<file path="src/rtl/user_wb_mailbox_if.sv">
// Wishbone classic bus bundle between the management SoC (master) and the
// user mailbox (slave).
//   wbs_cyc_i / wbs_stb_i / wbs_we_i  cycle, strobe, write enable (master -> slave)
//   wbs_sel_i [3:0]                    byte selects (master -> slave)
//   wbs_adr_i [31:0]                   byte address (master -> slave)
//   wbs_dat_i [31:0]                   write data (master -> slave)
//   wbs_ack_o                          one-cycle acknowledge (slave -> master)
//   wbs_dat_o [31:0]                   read data, valid with ack (slave -> master)
interface user_wb_mailbox_if;
    logic        wbs_cyc_i;
    logic        wbs_stb_i;
    logic        wbs_we_i;
    logic [3:0]  wbs_sel_i;
    logic [31:0] wbs_adr_i;
    logic [31:0] wbs_dat_i;
    logic        wbs_ack_o;
    logic [31:0] wbs_dat_o;

    modport master (
        output wbs_cyc_i, wbs_stb_i, wbs_we_i, wbs_sel_i, wbs_adr_i, wbs_dat_i,
        input  wbs_ack_o, wbs_dat_o
    );

    modport slave (
        input  wbs_cyc_i, wbs_stb_i, wbs_we_i, wbs_sel_i, wbs_adr_i, wbs_dat_i,
        output wbs_ack_o, wbs_dat_o
    );
endinterface

</file>
<file path="src/rtl/user_wb_mailbox.sv">
// user_wb_mailbox: Wishbone classic slave exposing a small mailbox window.
//   Downstream: CPU writes to TXDATA are queued in a FIFO drained by user logic
//   through mbox_dout/mbox_valid/mbox_ready. Upstream: user logic loads a
//   one-word return register (ret_data/ret_valid/ret_ready) read via RXDATA.
//   irq_o is raised while return data is pending and CTRL.irq_en is set.
// Ports:
//   wb_clk_i, wb_rst_i    clock, asynchronous active-high reset
//   wb                    Wishbone slave bundle (user_wb_mailbox_if.slave)
//   mbox_dout/valid/ready FIFO head word, head valid, user pop
//   ret_data/valid/ready  return word handshake
//   irq_o                 interrupt request
// Register map (offset = adr[4:2]): 0x00 CTRL, 0x04 STATUS, 0x08 TXDATA,
//   0x0C RXDATA, 0x10 SCRATCH, 0x14 PUSHCNT (only with USER_WB_MBOX_STATS_EN).
// Optional feature macro: USER_WB_MBOX_STATS_EN (adds the PUSHCNT counter).
module user_wb_mailbox #(
    parameter logic [31:0] BASE_ADR    = 32'h3000_0000,
    parameter int          FIFO_DEPTH  = 8,
    parameter int          WAIT_STATES = 0
) (
    input  logic               wb_clk_i,
    input  logic               wb_rst_i,
    user_wb_mailbox_if.slave   wb,
    output logic [31:0]        mbox_dout,
    output logic               mbox_valid,
    input  logic               mbox_ready,
    input  logic [31:0]        ret_data,
    input  logic               ret_valid,
    output logic               ret_ready,
    output logic               irq_o
);
    localparam int PW = $clog2(FIFO_DEPTH);
    localparam int CW = PW + 1;

    localparam logic [2:0] OFF_CTRL    = 3'd0;
    localparam logic [2:0] OFF_STATUS  = 3'd1;
    localparam logic [2:0] OFF_TX      = 3'd2;
    localparam logic [2:0] OFF_RX      = 3'd3;
    localparam logic [2:0] OFF_SCRATCH = 3'd4;
    localparam logic [2:0] OFF_PUSHCNT = 3'd5;

    typedef enum logic [1:0] {S_IDLE, S_WAIT, S_ACK} state_t;

    state_t      state_reg, state_next;
    logic [2:0]  cnt_reg, cnt_next;

    logic        en_reg, irq_en_reg, ovf_reg, rx_valid_reg;
    logic [31:0] scratch_reg, rx_data_reg;
    logic [PW-1:0] wr_ptr_reg, rd_ptr_reg;
    logic [CW-1:0] count_reg;
    logic [31:0] mem [FIFO_DEPTH];

    logic        match, ack;
    logic [2:0]  offset;
    logic        wr_ctrl, wr_status, wr_tx, rd_rx, wr_scratch;
    logic        empty, full, push_ok, pop, flush;
    logic [31:0] rdata;

    // Bus pins that carry no information for this block.
    logic        unused_bus;
    assign unused_bus = ^{wb.wbs_sel_i, wb.wbs_adr_i[7:5], wb.wbs_adr_i[1:0]};

    assign match  = (wb.wbs_adr_i[31:8] == BASE_ADR[31:8]);
    assign offset = wb.wbs_adr_i[4:2];

    // ---------------- bus FSM ----------------
    always_ff @(posedge wb_clk_i or posedge wb_rst_i) begin
        if (wb_rst_i) begin
            state_reg <= S_IDLE;
            cnt_reg   <= '0;
        end else begin
            state_reg <= state_next;
            cnt_reg   <= cnt_next;
        end
    end

    always_comb begin
        state_next = state_reg;
        cnt_next   = cnt_reg;
        case (state_reg)
            S_IDLE: begin
                if (wb.wbs_cyc_i && wb.wbs_stb_i && match) begin
                    state_next = S_WAIT;
                    cnt_next   = WAIT_STATES[2:0];
                end
            end
            S_WAIT: begin
                // A master that abandons the cycle gets neither ack nor side effect.
                if (!(wb.wbs_cyc_i && wb.wbs_stb_i))
                    state_next = S_IDLE;
                else if (cnt_reg == 3'd0)
                    state_next = S_ACK;
                else
                    cnt_next = cnt_reg - 3'd1;
            end
            S_ACK:   state_next = S_IDLE;  // forces an idle cycle between acks
            default: state_next = S_IDLE;
        endcase
    end

    // Ack is a decode of the state register so reset removes it immediately.
    assign ack = (state_reg == S_ACK);

    // All register side effects commit on the edge that ends the ACK cycle.
    assign wr_ctrl    = ack &&  wb.wbs_we_i && (offset == OFF_CTRL);
    assign wr_status  = ack &&  wb.wbs_we_i && (offset == OFF_STATUS);
    assign wr_tx      = ack &&  wb.wbs_we_i && (offset == OFF_TX);
    assign wr_scratch = ack &&  wb.wbs_we_i && (offset == OFF_SCRATCH);
    assign rd_rx      = ack && !wb.wbs_we_i && (offset == OFF_RX);

    // ---------------- downstream FIFO ----------------
    assign empty   = (count_reg == '0);
    assign full    = (count_reg == FIFO_DEPTH[CW-1:0]);
    assign flush   = wr_ctrl && wb.wbs_dat_i[2];
    // Fullness is judged before this cycle's pop, so a push onto a full FIFO
    // is dropped even if the user pops in the same cycle.
    assign push_ok = wr_tx && !full;
    assign pop     = mbox_valid && mbox_ready;

    assign mbox_valid = !empty && en_reg;
    assign mbox_dout  = empty ? 32'd0 : mem[rd_ptr_reg];

    always_ff @(posedge wb_clk_i) begin
        if (push_ok)
            mem[wr_ptr_reg] <= wb.wbs_dat_i;
    end

    always_ff @(posedge wb_clk_i or posedge wb_rst_i) begin
        if (wb_rst_i) begin
            wr_ptr_reg <= '0;
            rd_ptr_reg <= '0;
            count_reg  <= '0;
        end else if (flush) begin
            wr_ptr_reg <= '0;
            rd_ptr_reg <= '0;
            count_reg  <= '0;
        end else begin
            if (push_ok) wr_ptr_reg <= wr_ptr_reg + 1'b1;
            if (pop)     rd_ptr_reg <= rd_ptr_reg + 1'b1;
            case ({push_ok, pop})
                2'b10:   count_reg <= count_reg + 1'b1;
                2'b01:   count_reg <= count_reg - 1'b1;
                default: count_reg <= count_reg;
            endcase
        end
    end

    // ---------------- control / status / return path ----------------
    always_ff @(posedge wb_clk_i or posedge wb_rst_i) begin
        if (wb_rst_i) begin
            en_reg       <= 1'b0;
            irq_en_reg   <= 1'b0;
            ovf_reg      <= 1'b0;
            scratch_reg  <= '0;
            rx_valid_reg <= 1'b0;
            rx_data_reg  <= '0;
        end else begin
            if (wr_ctrl) begin
                en_reg     <= wb.wbs_dat_i[0];
                irq_en_reg <= wb.wbs_dat_i[1];
            end
            if (wr_tx && full)
                ovf_reg <= 1'b1;
            else if (wr_status && wb.wbs_dat_i[2])
                ovf_reg <= 1'b0;
            if (wr_scratch)
                scratch_reg <= wb.wbs_dat_i;
            // ret_ready is low whenever rx_valid is set, so clear and capture
            // never coincide; a pending offer is taken the cycle after a clear.
            if (rd_rx)
                rx_valid_reg <= 1'b0;
            else if (ret_valid && ret_ready) begin
                rx_valid_reg <= 1'b1;
                rx_data_reg  <= ret_data;
            end
        end
    end

    assign ret_ready = !rx_valid_reg;
    assign irq_o     = irq_en_reg && rx_valid_reg;

`ifdef USER_WB_MBOX_STATS_EN
    logic [31:0] pushcnt_reg;
    logic        wr_pushcnt;
    assign wr_pushcnt = ack && wb.wbs_we_i && (offset == OFF_PUSHCNT);

    always_ff @(posedge wb_clk_i or posedge wb_rst_i) begin
        if (wb_rst_i)
            pushcnt_reg <= '0;
        else if (wr_pushcnt)
            pushcnt_reg <= '0;
        else if (push_ok)
            pushcnt_reg <= pushcnt_reg + 32'd1;
    end
`endif

    // ---------------- read mux ----------------
    always_comb begin
        rdata = '0;
        case (offset)
            OFF_CTRL:    rdata[1:0] = {irq_en_reg, en_reg};
            OFF_STATUS: begin
                rdata[0]       = empty;
                rdata[1]       = full;
                rdata[2]       = ovf_reg;
                rdata[3]       = rx_valid_reg;
                rdata[8 +: CW] = count_reg;
            end
            OFF_RX:      rdata = rx_data_reg;
            OFF_SCRATCH: rdata = scratch_reg;
`ifdef USER_WB_MBOX_STATS_EN
            OFF_PUSHCNT: rdata = pushcnt_reg;
`endif
            default:     rdata = '0;
        endcase
    end

    assign wb.wbs_ack_o = ack;
    assign wb.wbs_dat_o = ack ? rdata : 32'd0;
endmodule
</file>
<file path="src/flat_wrapper.sv">
// flat-port wrapper written by rule: the top's interface ports become plain ports
module user_wb_mailbox_flat 
#(
    parameter logic [31:0] BASE_ADR    = 32'h3000_0000,
    parameter int          FIFO_DEPTH  = 8,
    parameter int          WAIT_STATES = 0
)
  (wb_clk_i, wb_rst_i, mbox_dout, mbox_valid, mbox_ready, ret_data, ret_valid, ret_ready, irq_o, wb_wbs_cyc_i, wb_wbs_stb_i, wb_wbs_we_i, wb_wbs_sel_i, wb_wbs_adr_i, wb_wbs_dat_i, wb_wbs_ack_o, wb_wbs_dat_o);
  user_wb_mailbox_if wb_i ();
  input  logic wb_clk_i;
  input  logic wb_rst_i;
  output logic [31:0] mbox_dout;
  output logic mbox_valid;
  input  logic mbox_ready;
  input  logic [31:0] ret_data;
  input  logic ret_valid;
  output logic ret_ready;
  output logic irq_o;
  input wire logic [$bits(wb_i.wbs_cyc_i)-1:0] wb_wbs_cyc_i;
  input wire logic [$bits(wb_i.wbs_stb_i)-1:0] wb_wbs_stb_i;
  input wire logic [$bits(wb_i.wbs_we_i)-1:0] wb_wbs_we_i;
  input wire logic [$bits(wb_i.wbs_sel_i)-1:0] wb_wbs_sel_i;
  input wire logic [$bits(wb_i.wbs_adr_i)-1:0] wb_wbs_adr_i;
  input wire logic [$bits(wb_i.wbs_dat_i)-1:0] wb_wbs_dat_i;
  output wire logic [$bits(wb_i.wbs_ack_o)-1:0] wb_wbs_ack_o;
  output wire logic [$bits(wb_i.wbs_dat_o)-1:0] wb_wbs_dat_o;
  assign wb_i.wbs_cyc_i = wb_wbs_cyc_i;
  assign wb_i.wbs_stb_i = wb_wbs_stb_i;
  assign wb_i.wbs_we_i = wb_wbs_we_i;
  assign wb_i.wbs_sel_i = wb_wbs_sel_i;
  assign wb_i.wbs_adr_i = wb_wbs_adr_i;
  assign wb_i.wbs_dat_i = wb_wbs_dat_i;
  assign wb_wbs_ack_o = wb_i.wbs_ack_o;
  assign wb_wbs_dat_o = wb_i.wbs_dat_o;
  user_wb_mailbox #(.BASE_ADR(BASE_ADR), .FIFO_DEPTH(FIFO_DEPTH), .WAIT_STATES(WAIT_STATES)) u_core (.wb_clk_i(wb_clk_i), .wb_rst_i(wb_rst_i), .wb(wb_i), .mbox_dout(mbox_dout), .mbox_valid(mbox_valid), .mbox_ready(mbox_ready), .ret_data(ret_data), .ret_valid(ret_valid), .ret_ready(ret_ready), .irq_o(irq_o));
endmodule
</file>
<file path="config.mk">
export PLATFORM = sky130hd
export DESIGN_NAME = user_wb_mailbox_flat
export DESIGN_NICKNAME = d
export VERILOG_FILES = /design/src/rtl/user_wb_mailbox_if.sv /design/src/rtl/user_wb_mailbox.sv /design/src/flat_wrapper.sv
export SDC_FILE = /design/constraint.sdc
export NUM_CORES = 1
export LEC_CHECK = 0
export BUFFER_PORTS_ARGS = -buffer_cell sky130_fd_sc_hd__buf_2
export CAP_MARGIN = 40
export CORE_ASPECT_RATIO = 2
export CORE_MARGIN = 2
export CORE_UTILIZATION = 51
export CTS_BUF_LIST = sky130_fd_sc_hd__clkbuf_8
export CTS_CLUSTER_SIZE = 30
export DETAILED_ROUTE_END_ITERATION = 8
export PLACE_DENSITY = 0.75
export RECOVER_POWER = 25
export SKIP_CTS_REPAIR_TIMING = 1
export SLEW_MARGIN = 40
export SYNTH_ARGS = -nofsm -noshare
export SYNTH_HDL_FRONTEND = slang
export SYNTH_SLANG_ARGS = --single-unit
</file>
<file path="constraint.sdc">
create_clock -name wb_clk_i -period 9.5 [get_ports wb_clk_i]
set_input_delay 1.9 -clock wb_clk_i [delete_from_list [all_inputs] [get_ports wb_clk_i]]
set_output_delay 1.9 -clock wb_clk_i [all_outputs]
set_load 0.02 [all_outputs]
</file>
# After elaboration in Yosys (flattened, before gate mapping)
# Memory sizes are Yosys's and may differ from the RTL's.
# Cells that the tools add are included.
# word_totals
memories	1
in_bits	107
ramBits	256
wordCells	93
ff_bits	83
output_inout_bits	68
# memory_table
name	depth	word_bits	rd	rd_ports_with_merged_regs	write_ports	line_no	text
u_core.mem	8	32	1	0	1	user_wb_mailbox.sv:50	logic [31:0] mem [FIFO_DEPTH];
# classes
n_eq_ne	14
n_reduce_logical	34
n_bitwise	1
addsub	5
n_mux	27
# op_table
operator	count
2-to-1 mux 32 bit	2
case mux 20 bit (2 select lines)	1
equality test 24 x 22 -> 1 bit (second input constant)	1
2-to-1 mux 3 bit	7
logical AND 1 bit	17
case mux 4 bit (2 select lines)	2
case mux 4 bit (3 select lines)	1
nonzero test 2 bit	5
case mux 2 bit (4 select lines)	1
adder 3 x 1 -> 3 bit (second input constant)	2
equality test 3 x 2 -> 1 bit (second input constant)	2
logical NOT 3 bit	2
2-to-1 mux 1 bit	6
2-to-1 mux 2 bit	3
case mux 2 bit (3 select lines)	1
case mux 3 bit (2 select lines)	1
adder 4 x 1 -> 4 bit (second input constant)	1
equality test 2 x 1 -> 1 bit (second input constant)	2
equality test 2 bit (second input constant)	2
equality test 4 bit (second input constant)	1
logical NOT 1 bit	4
logical NOT 4 bit	1
2-to-1 mux 4 bit	1
!= test 2 x 1 -> 1 bit (second input constant)	2
other kinds (12)	13

# Longest topological paths before layout
# Gate-level depths: netlist of the first run.
# logic_depth
depth_word	7
mapped_depth	12
depth_no_buf	10

# Least setup slack after synthesis of the first run
# No wires, ideal clock.
# synth_timing
kind	input to register
from	input port wb_wbs_adr_i[4]
to	memory u_core.mem[1][0] (enable)
required_time_ns	9.039
arrival_time_ns	4.997
path_buffers	0
setup_slack_ns	4.042
setup_time_ns	0.461
path_stages	4
path_cell_list	and4bb_2 -> nand4b_2 -> or2_2 -> nor3_1
# synth_via
elab_chain_len	5
# synth_rtl
item	line_no	text
start, declared	flat_wrapper.sv:23	input wire logic [$bits(wb_i.wbs_adr_i)-1:0] wb_wbs_adr_i;
equality test 3 x 2 -> 1 bit	user_wb_mailbox.sv:106	assign wr_tx = ack && wb.wbs_we_i && (offset == OFF_TX);
logical AND 1 bit	user_wb_mailbox.sv:106	
logical AND 1 bit	user_wb_mailbox.sv:116	assign push_ok = wr_tx && !full;
2-to-1 mux 1 bit	user_wb_mailbox.sv:123	if (push_ok)
2-to-1 mux 1 bit (not written as such)	user_wb_mailbox.sv:124	mem[wr_ptr_reg] <= wb.wbs_dat_i;
end, declared	user_wb_mailbox.sv:50	
# Every way passes these cells.

# Final worst setup path of the first run
# layout_timing
from	input port wb_wbs_adr_i[4]
to	output port wb_wbs_dat_o[31]
# layout_via
elab_chain_len	3
word_cells_on_any_way	4
classes_between	eq/ne: 2; mux: 2
# layout_rtl
item	line_no	text
equality test 3 bit or equality test 3 x 2 -> 1 bit (tied branches)	user_wb_mailbox.sv:199	case (offset)
case mux 20 bit (2 select lines) *	user_wb_mailbox.sv:199	
2-to-1 mux 32 bit *	user_wb_mailbox.sv:218	assign wb.wbs_dat_o = ack ? rdata : 32'd0;
end, declared	flat_wrapper.sv:26	output wire logic [$bits(wb_i.wbs_dat_o)-1:0] wb_wbs_dat_o;
# Mark *: on every way between the ends. The rest lies on a longest branch, timed or not.

==> run_results.csv, run 1 <==
group,metric,value,unit
floorplan,fp.dieW,120,um
power,p_leak,5.85,nW
sta,drv_slew,0,
logic_synthesis,synthesis.area,13800,um^2
logic_synthesis,synth.distinct_cells,50,
worst_hold_path,holdPathEnd,"u_core.cnt_reg[2]$_DFFE_PP0P_",
grt,grt_max_degree,65,
drt,vias_per_cell,5.66,
sta,rsz0062_at_grt,"no",
sta,finalSetupViolCount,0,
grt,antenna_found_initial,2,
clock_network,clockBufferDepth,3,
job,maxCapViolCount,0,
finish,instances_no_fill,1343,
logic_synthesis,synthCells,771,
finish,final_area,16000,um^2
logic_synthesis,synth_warnings,0,
finish,final_nets,1070,
drt,drc,0,
drt,drt_wl_total,28.7,mm
sta,skew,0.0225,ns
placement,dpl_cell_area,15100,um^2
placement,place.gp.congestion,0.801,
clock_network,root_buffer,"clkbuf_8",
sta,fin_crit,5.62,ns
grt,grt_pass1_vias,8032,
clock_network,cts.sinks,339,
logic_synthesis,syn_nets,885,
sta,min_period_over_period,59.2,%
finish,drive_above_1_share,37.6,%
finish,largest_reg_flops,256,
power,max-vdd-ir-drop,0.111,mV
logic_synthesis,yosysTopAreaCellShare,55.6,%
sta,tightestPinTransition,1.16,ns
logic_synthesis,synth_most_common_cell,"edfxtp_1",
power,power.density,179,nW/um^2
logic_synthesis,yosys.area.top_type,"edfxtp_1",
logic_synthesis,synth_edf_count,256,
drt,vias,7603,
floorplan,ios,175,
logic_synthesis,ys.flop_type,"edfxtp_1",
placement,dp_cells,1256,
critical_path,start_kind,"input port",
drt,antenna_left,0,
clock_network,clkLatencyLatePin,0.56,ns
floorplan,start_util,51.6,%
sta,timing.fmax,0.178,GHz
finish,syn2layout_area_growth,16.0,%
floorplan,core_area,26800,um^2
logic_synthesis,synth-seq-area-share,70.7,%
critical_path,reg2reg_depth,9,
logic_synthesis,synth_common_cells,"edfxtp_1 (256), dfrtp_1 (83), nor2_1 (83)",
critical_path,crit_arrival,3.72,ns
clock_network,clk_pin_slew_worst_paths,0.07,ns
clock_network,htree_levels,2,
grt,grt_pass1_wl,44.0,mm
critical_path,worst_ep_required_time,7.60,ns
critical_path,cp-startpoint,"wb_wbs_adr_i[4]",
critical_path,regToRegStartpoint,"u_core.count_reg[1]$_DFFE_PP0P_",
floorplan,die-area,28500,um^2
drt,wl_per_cell,21.3,um
critical_path,worstPathMaxFanout,18,
worst_hold_path,min_path_cells,1,
sta,relSlewSlack,22.1,%
drt,drt_iter0_drc,512,
critical_path,rrSetupSlack,6.64,ns
clock_network,cts_tree,"built",
logic_synthesis,synth_seq_cells,339,
floorplan,num_rows,85,
sta,hold_violations,0,
worst_hold_path,min_path_type,"flop to flop",
drt,drtPass1Iterations,5,
critical_path,r2r_end,"u_core.count_reg[2]$_DFFE_PP0P_",
sta,fin_setup_tns,0,ns
logic_synthesis,syn-mean-instance-area,17.9,um^2
logic_synthesis,synth_area_leaders,"edfxtp_1 (56%), dfrtp_1 (15%), mux4_2 (10%)",
critical_path,critPathKind,"input port to output pin",
grt,groute.usage.overall,20.5,%
clock_network,cts_buffers,46,
floorplan,die-height,237,um
placement,port_buffers,165,
critical_path,end_kind,"output pin",
grt,grt_overflow,0,
worst_hold_path,min-delay-start,"u_core.cnt_reg[2]$_DFFE_PP0P_",
placement,post-dp-hpwl,17.5,mm
run_status,status,"completed",
logic_synthesis,synthArstFlopShare,24.5,%
layer usage:
metal	GRT usage, %	wire (um)	vias up
li1	-	-	3390
met3	2.84	1400	58
met1	24.2	10700	3913
met2	37.2	15600	242
met4	8.17	948	0
met5	0	0	-
power breakdown:
part           internal [mW]  switching [mW]
logic                 0.0335          0.0453
registers               1.61          0.0102
clock network          0.635           0.532
total                   2.28           0.588
cell usage in the layout, fill, tap and decap left out, types with 5 or more instances in the layout:
cell / synthesis / final
mux4_2: 64 / 64
nand3_1: 5 / 5
a21oi_1: 10 / 10
clkinv_2: 0 / 8
mux2i_1: 42 / 42
inv_1: 9 / 17
nand2_1: 9 / 9
clkbuf_8: 0 / 51
xor2_1: 6 / 6
a22oi_1: 25 / 25
buf_4: 0 / 13
buf_2: 11 / 138
bufinv_16: 0 / 5
nor2_1: 83 / 77
clkinv_1: 0 / 8
ha_1: 7 / 7
clkbuf_1: 23 / 27
edfxtp_1: 256 / 256
nor2_4: 0 / 6
mux2_2: 65 / 65
dfrtp_1: 83 / 80
o21ai_0: 6 / 6
nand2b_1: 8 / 7
how the worst max path moves through the flow:
stage / to / slack [ns] / depth (start not counted)
2_1_floorplan: u_core.mem[1][0]$_DFFE_PP_ / 4.04 / 4
3_3_place_gp: wb_wbs_dat_o[31] / 3.86 / 7
3_5_place_dp: wb_wbs_dat_o[31] / 3.87 / 7
4_1_cts: wb_wbs_dat_o[31] / 3.86 / 7
5_1_grt: wb_wbs_dat_o[23] / 3.75 / 7
6_report: wb_wbs_dat_o[31] / 3.88 / 7
critical path, cell delays in order:
cell and delay (ns):
buf_2 0.13, nor2b_1 0.21, and2b_1 0.64, buf_4 0.39, a22oi_1 0.13, nor2_1 0.12, buf_2 0.19
stage by stage:
step | hold WS, ns | worst slack (ns) | util (%) | power, mW
floorplan | 0.444 | 4.04 | - | 1.69
global placement | 0.462 | 3.86 | 56.2 | 1.73
detailed placement | 0.476 | 3.87 | 56.2 | 1.74
CTS | 0.486 | 3.86 | 59.9 | 2.90
global route | 0.504 | 3.75 | 59.8 | 2.96
finish | 0.492 | 3.88 | 59.8 | 2.87
layout make-up:
class	instances	area [um^2]
flip-flops and latches	339	9770
diodes	2	5.00
clock buffers	51	702
fillers	2066	10800
repair buffers	181	923
well taps	348	435
multi-input cells	379	3870
clock inverters	34	287
inverters	9	35.0
cell families (layout without fill, tap and decap cells):
group           count (synthesis)  in the layout  share of synthesized area, %
simple gates                  143            143                          5.15
fa+ha+maj                       7              7                         0.634
xor+xnor                        6              6                         0.380
other cells                     0              2                             0
compound gates                 51             51                          2.49
buf+inv                        53            275                          1.82
mux                           172            172                          18.9
flops                         339            339                          70.7
Power figures use the tool's default switching activity.
==> inputs of run 2 (changes only) <==
--- a/config.mk
+++ b/config.mk
@@ -13,7 +13,7 @@
 export CTS_BUF_LIST = sky130_fd_sc_hd__clkbuf_8
 export CTS_CLUSTER_SIZE = 30
 export DETAILED_ROUTE_END_ITERATION = 8
-export PLACE_DENSITY = 0.75
+export PLACE_DENSITY = 0.77
 export RECOVER_POWER = 25
 export SKIP_CTS_REPAIR_TIMING = 1
 export SLEW_MARGIN = 40
==> constraint.sdc (replaced) <==
create_clock -name wb_clk_i -period 4.8 [get_ports wb_clk_i]
set_input_delay 0.96 -clock wb_clk_i [delete_from_list [all_inputs] [get_ports wb_clk_i]]
set_output_delay 0.96 -clock wb_clk_i [all_outputs]
set_load 0.02 [all_outputs]
==> run 2 against run 1 <==
  * The flow now finishes with violations (capacitance limit, slew limit)
  * Total power increased by 94%
  * Critical path depth decreased by 2
  * Critical path type is now flop to output pin
  * Largest power group unchanged
  * Final area about the same
==> run_results.csv, run 2 (synthesis results as in run 1) <==
group,metric,value,unit
clock_network,clkLatencyLatePin,0.58,ns
critical_path,cp.depth,5,
critical_path,endpoint,"mbox_dout[25]",
sta,timing.fmax,0.259,GHz
finish,syn2layout_area_growth,16.0,%
critical_path,cp-startpoint,"u_core.rd_ptr_reg[0]$_DFFE_PP0P_",
finish,final_nets,1076,
drt,drt_wl_total,29.1,mm
sta,fin_crit,3.86,ns
power,power.density,346,nW/um^2
grt,groute.usage.overall,21.0,%
critical_path,rrSetupSlack,1.90,ns
floorplan,num_rows,85,
sta,tightestPinTransition,2.15,ns
power,max-vdd-ir-drop,0.275,mV
grt,grt_pass1_wl,45.1,mm
critical_path,slowest_delay,0.90,ns
grt,antenna_found_initial,4,
drt,drt_iter0_drc,474,
critical_path,reg2reg_depth,9,
critical_path,end_kind,"output pin",
job,maxCapViolCount,1,
placement,place.gp.congestion,0.769,
critical_path,worstPathMaxFanout,36,
drt,vias,7709,
worst_hold_path,min_path_cells,1,
placement,dpl_cell_area,15100,um^2
sta,drv_slew,48,
run_status,violations,"capacitance limit, slew limit",
clock_network,root_buffer,"clkbuf_8",
floorplan,start_util,51.6,%
sta,min_period_over_period,80.4,%
floorplan,core_area,26800,um^2
worst_hold_path,min_path_type,"flop to flop",
clock_network,htree_levels,2,
finish,final_area,16000,um^2
finish,drive_above_1_share,38.4,%
placement,post-dp-hpwl,18.7,mm
critical_path,crit_arrival,2.90,ns
drt,antenna_left,0,
drt,drtPass1Iterations,6,
sta,skew,0.0177,ns
placement,port_buffers,165,
clock_network,clk_pin_slew_worst_paths,0.07,ns
clock_network,cts_tree,"built",
power,p_leak,5.88,nW
critical_path,cp_slowest_cell,"dfrtp_4",
sta,relSlewSlack,-44.3,%
floorplan,ios,175,
clock_network,clockBufferDepth,3,
drt,vias_per_cell,5.72,
critical_path,start_kind,"flop",
critical_path,r2r_end,"u_core.count_reg[2]$_DFFE_PP0P_",
grt,grt_max_degree,48,
finish,layout_commonest_cell,"edfxtp_1",
critical_path,path_buf_inv,2,
finish,layout_common_cells,"edfxtp_1 (256), buf_2 (142), dfrtp_1 (80), nor2_1 (77), mux2_2 (65)",
floorplan,die-height,237,um
finish,fill_cells,2050,
critical_path,worst_ep_required_time,3.84,ns
sta,finalSetupViolCount,0,
drt,drc,0,
critical_path,crit_family,"flip-flops",
grt,grt_overflow,0,
drt,wl_per_cell,21.6,um
floorplan,fp.dieW,120,um
critical_path,critPathKind,"flop to output pin",
clock_network,cts.sinks,339,
critical_path,regToRegStartpoint,"u_core.count_reg[1]$_DFFE_PP0P_",
grt,grt_pass1_vias,8147,
sta,fin_setup_tns,0,ns
sta,rsz0062_at_grt,"no",
critical_path,crit_chain,"buf_4, mux4_2, mux2i_1, nor2_1, buf_2",
sta,hold_violations,0,
finish,largest_reg_flops,256,
power,power,5.56,mW
clock_network,cts_buffers,44,
run_status,status,"complete, but fails checks",
floorplan,die-area,28500,um^2
[run 2: changes by cell type in the layout (fill, tap and decap cells not counted), moves of 2 or more]
cell,change
clkinv_1,-3
clkbuf_1,-4
clkinv_4,-2
buf_2,+4
buf_6,-3
bufinv_16,-2
buf_4,+10
[run 2: final cells by class]
class	instances	area, um^2	area share, %
flip-flops and latches	339	9770	61.0
multi-input cells	379	3870	24.2
repair buffers	189	990	6.17
clock buffers	52	716	4.46
well taps	348	435	2.72
clock inverters	28	203	1.26
inverters	9	35.0	0.218
diodes	3	7.51	0.0468
[run 2: stage by stage]
step | std cells | util (%) | setup WS [ns] | hold WS [ns]
2_1_floorplan | 771 | - | 0.282 | 0.444
3_3_place_gp | 1264 | 56.4 | 1.02 | 0.463
3_5_place_dp | 1264 | 56.5 | 1.06 | 0.476
4_1_cts | 1344 | 59.9 | 0.802 | 0.376
5_1_grt | 1347 | 59.8 | 0.726 | 0.521
6_report | 1347 | 59.8 | 0.943 | 0.480
[run 2: how the worst min path moves through the flow]
stage / from / to / slack (ns)
floorplan: u_core.cnt_reg[2]$_DFFE_PP0P_ / u_core.cnt_reg[2]$_DFFE_PP0P_ / 0.44
finish: u_core.cnt_reg[0]$_DFFE_PP0P_ / u_core.cnt_reg[0]$_DFFE_PP0P_ / 0.48
global placement: u_core.cnt_reg[2]$_DFFE_PP0P_ / u_core.cnt_reg[2]$_DFFE_PP0P_ / 0.46
detailed placement: u_core.cnt_reg[0]$_DFFE_PP0P_ / u_core.cnt_reg[0]$_DFFE_PP0P_ / 0.48
CTS: wb_rst_i / u_core.rx_valid_reg$_DFFE_PP0P_ / 0.38
global route: u_core.rx_data_reg[19]$_DFFE_PP0P_ / u_core.rx_data_reg[19]$_DFFE_PP0P_ / 0.52
[run 2: metal layers]
| metal | vias to the layer above | routed length, um | global-route usage (%) |
|---|---|---|---|
| met5 | - | 0 | 0 |
| met4 | 0 | 918 | 9.06 |
| met3 | 57 | 1460 | 2.67 |
| met2 | 264 | 15700 | 37.3 |
| met1 | 3985 | 11000 | 25.4 |
| li1 | 3403 | - | - |
[run 2: report_power, final]
group / switching [mW] / internal [mW] / leakage (nW)
clock network: 1.03 / 1.15 / 0.513
registers: 0.0207 / 3.19 / 3.39
logic: 0.0901 / 0.0670 / 1.98
==> inputs of run 3 (changes only) <==
--- a/config.mk
+++ b/config.mk
@@ -13,7 +13,7 @@
 export CTS_BUF_LIST = sky130_fd_sc_hd__clkbuf_8
 export CTS_CLUSTER_SIZE = 30
 export DETAILED_ROUTE_END_ITERATION = 8
-export PLACE_DENSITY = 0.77
+export PLACE_DENSITY = 0.75
 export RECOVER_POWER = 25
 export SKIP_CTS_REPAIR_TIMING = 1
 export SLEW_MARGIN = 40
==> constraint.sdc (replaced) <==
create_clock -name wb_clk_i -period 3.92 [get_ports wb_clk_i]
set_input_delay 0.784 -clock wb_clk_i [delete_from_list [all_inputs] [get_ports wb_clk_i]]
set_output_delay 0.784 -clock wb_clk_i [all_outputs]
set_load 0.02 [all_outputs]
==> run 3 against run 2 <==
  * The run now ends clean
  * First-iteration DRC count fell by 1.7%
  * Global-route usage down 0.24 points
  * Sequential power is 22% higher
  * Register-to-register slack got worse by 0.87 ns
  * Utilization is 0.28 points lower
  * Clock power up 8%
  * Routed wire length fell by 1.5%
  * Die area stayed put
  * Largest cell class unchanged
  * Largest power group unchanged
==> run_results.csv, run 3 (synthesis results as in run 1) <==
group,metric,value,unit
run_status,status,"completed",
finish,largest_reg_flops,256,
floorplan,fp.dieW,120,um
critical_path,slowest_delay,0.70,ns
sta,fin_crit,3.43,ns
clock_network,cts.sinks,339,
grt,grt_overflow,0,
sta,rsz0062_at_grt,"no",
grt,grt_max_degree,61,
critical_path,crit_chain,"buf_12, mux4_2, mux2i_1, nor2_1, buf_2",
placement,port_buffers,165,
sta,hold-worst-slack,0.460,ns
finish,utilization,59.5,%
drt,vias_per_cell,5.69,
placement,place.gp.congestion,0.777,
floorplan,start_util,51.6,%
critical_path,worst_ep_required_time,3.14,ns
critical_path,crit_family,"multiplexers",
sta,min_period_over_period,87.6,%
drt,drc,0,
critical_path,cp_slowest_cell,"dfrtp_4",
grt,groute.usage.overall,20.7,%
sta,drv_slew,0,
sta,skew,0.0103,ns
drt,vias,7641,
grt,grt_pass1_vias,8124,
critical_path,end_kind,"output pin",
finish,drive_above_1_share,37.1,%
clock_network,cts_buffers,43,
power,p_leak,5.81,nW
critical_path,regToRegStartpoint,"u_core.count_reg[1]$_DFFE_PP0P_",
finish,syn2layout_area_growth,15.5,%
clock_network,clk_pin_slew_worst_paths,0.07,ns
critical_path,rrSetupSlack,1.03,ns
floorplan,die-area,28500,um^2
floorplan,core_area,26800,um^2
sta,tightestPinTransition,1.23,ns
clock_network,cts_tree,"built",
sta,fin_setup_tns,0,ns
job,maxCapViolCount,0,
drt,drt_iter0_drc,466,
clock_network,clockBufferDepth,3,
drt,antenna_left,0,
grt,grt_pass1_wl,44.6,mm
drt,wl_per_cell,21.4,um
power,power.density,406,nW/um^2
sta,timing.fmax,0.291,GHz
sta,finalSetupViolCount,0,
floorplan,die-height,237,um
finish,layout_common_cells,"edfxtp_1 (256), buf_2 (140), dfrtp_1 (80), nor2_1 (77), mux2_2 (65)",
floorplan,ios,175,
critical_path,crit_arrival,2.65,ns
placement,post-dp-hpwl,18.1,mm
sta,relSlewSlack,17.2,%
critical_path,path_buf_inv,2,
critical_path,critPathKind,"flop to output pin",
drt,drtPass1Iterations,5,
clock_network,clkLatencyLatePin,0.55,ns
clock_network,htree_levels,2,
finish,final_nets,1075,
clock_network,root_buffer,"clkbuf_8",
power,max-vdd-ir-drop,0.293,mV
finish,layout_commonest_cell,"edfxtp_1",
worst_hold_path,min-delay-start,"ret_data[25]",
worst_hold_path,min_path_type,"input port to flop",
critical_path,cp-startpoint,"u_core.rd_ptr_reg[0]$_DFFE_PP0P_",
sta,hold_violations,0,
grt,antenna_found_initial,1,
floorplan,num_rows,85,
drt,drt_wl_total,28.7,mm
critical_path,worstPathMaxFanout,30,
critical_path,start_kind,"flop",
[run 3: changes by cell type in the layout (fill, tap and decap cells not counted), sizes merged]
cell / previous run / this run
buf: 166 / 164
bufinv: 3 / 1
clkbuf: 75 / 71
clkinv: 13 / 15
clkinvlp: 2 / 3
diode: 3 / 2
inv: 19 / 20
[run 3: metrics by stage]
stage	instances	worst slack [ns]	instance area [um^2]	power, mW
final	1342	0.487	16000	6.49
after CTS	1340	0.394	16000	6.55
after global routing	1341	0.303	16000	6.71
after floorplan	771	0.439	13800	4.09
after detailed placement	1264	0.845	15200	4.21
after global placement	1264	0.870	15200	4.20
[run 3: metal layers]
| layer | up-vias | wire length (um) | global-route usage (%) |
|---|---|---|---|
| met3 | 63 | 1330 | 2.67 |
| met2 | 228 | 15600 | 37.2 |
| met4 | 0 | 990 | 8.81 |
| met5 | - | 0 | 0 |
| li1 | 3394 | - | - |
| met1 | 3956 | 10800 | 24.9 |
[run 3: cell type report]
class                   instances  area [um^2]
clock buffers                  46          633
well taps                     348          435
repair buffers                189         1050
clock inverters                30          151
fillers                      2070        10800
multi-input cells             379         3880
flip-flops and latches        339         9770
diodes                          2         5.00
inverters                       9         35.0
[run 3: final timing paths]
kind,to,depth (start not counted)
min in group asynchronous,u_core.cnt_reg[2]$_DFFE_PP0P_,2
hold reg to reg,u_core.cnt_reg[0]$_DFFE_PP0P_,1
max in group asynchronous,u_core.rd_ptr_reg[0]$_DFFE_PP0P_,3
setup reg to reg,u_core.count_reg[2]$_DFFE_PP0P_,9
hold / removal,u_core.rx_data_reg[25]$_DFFE_PP0P_,2
setup / recovery,mbox_dout[25],5
[run 3: power breakdown]
part	total (mW)	switching, mW	internal, mW
clock	2.36	1.21	1.15
combinational	0.193	0.110	0.0830
sequential	3.93	0.0239	3.91
total	6.49	1.34	5.14
[run 3: worst register-to-register path: cells and delay by family, from the launching register on]
| family | cells | cell delay (ns) |
|---|---|---|
| AO/OA/AOI/OAI | 2 | 0.19 |
| XOR/XNOR | 2 | 0.35 |
| adder cells (fa/ha/maj) | 2 | 0.50 |
| flip-flops | 1 | 0.49 |
| AND/OR/NAND/NOR | 3 | 1.28 |
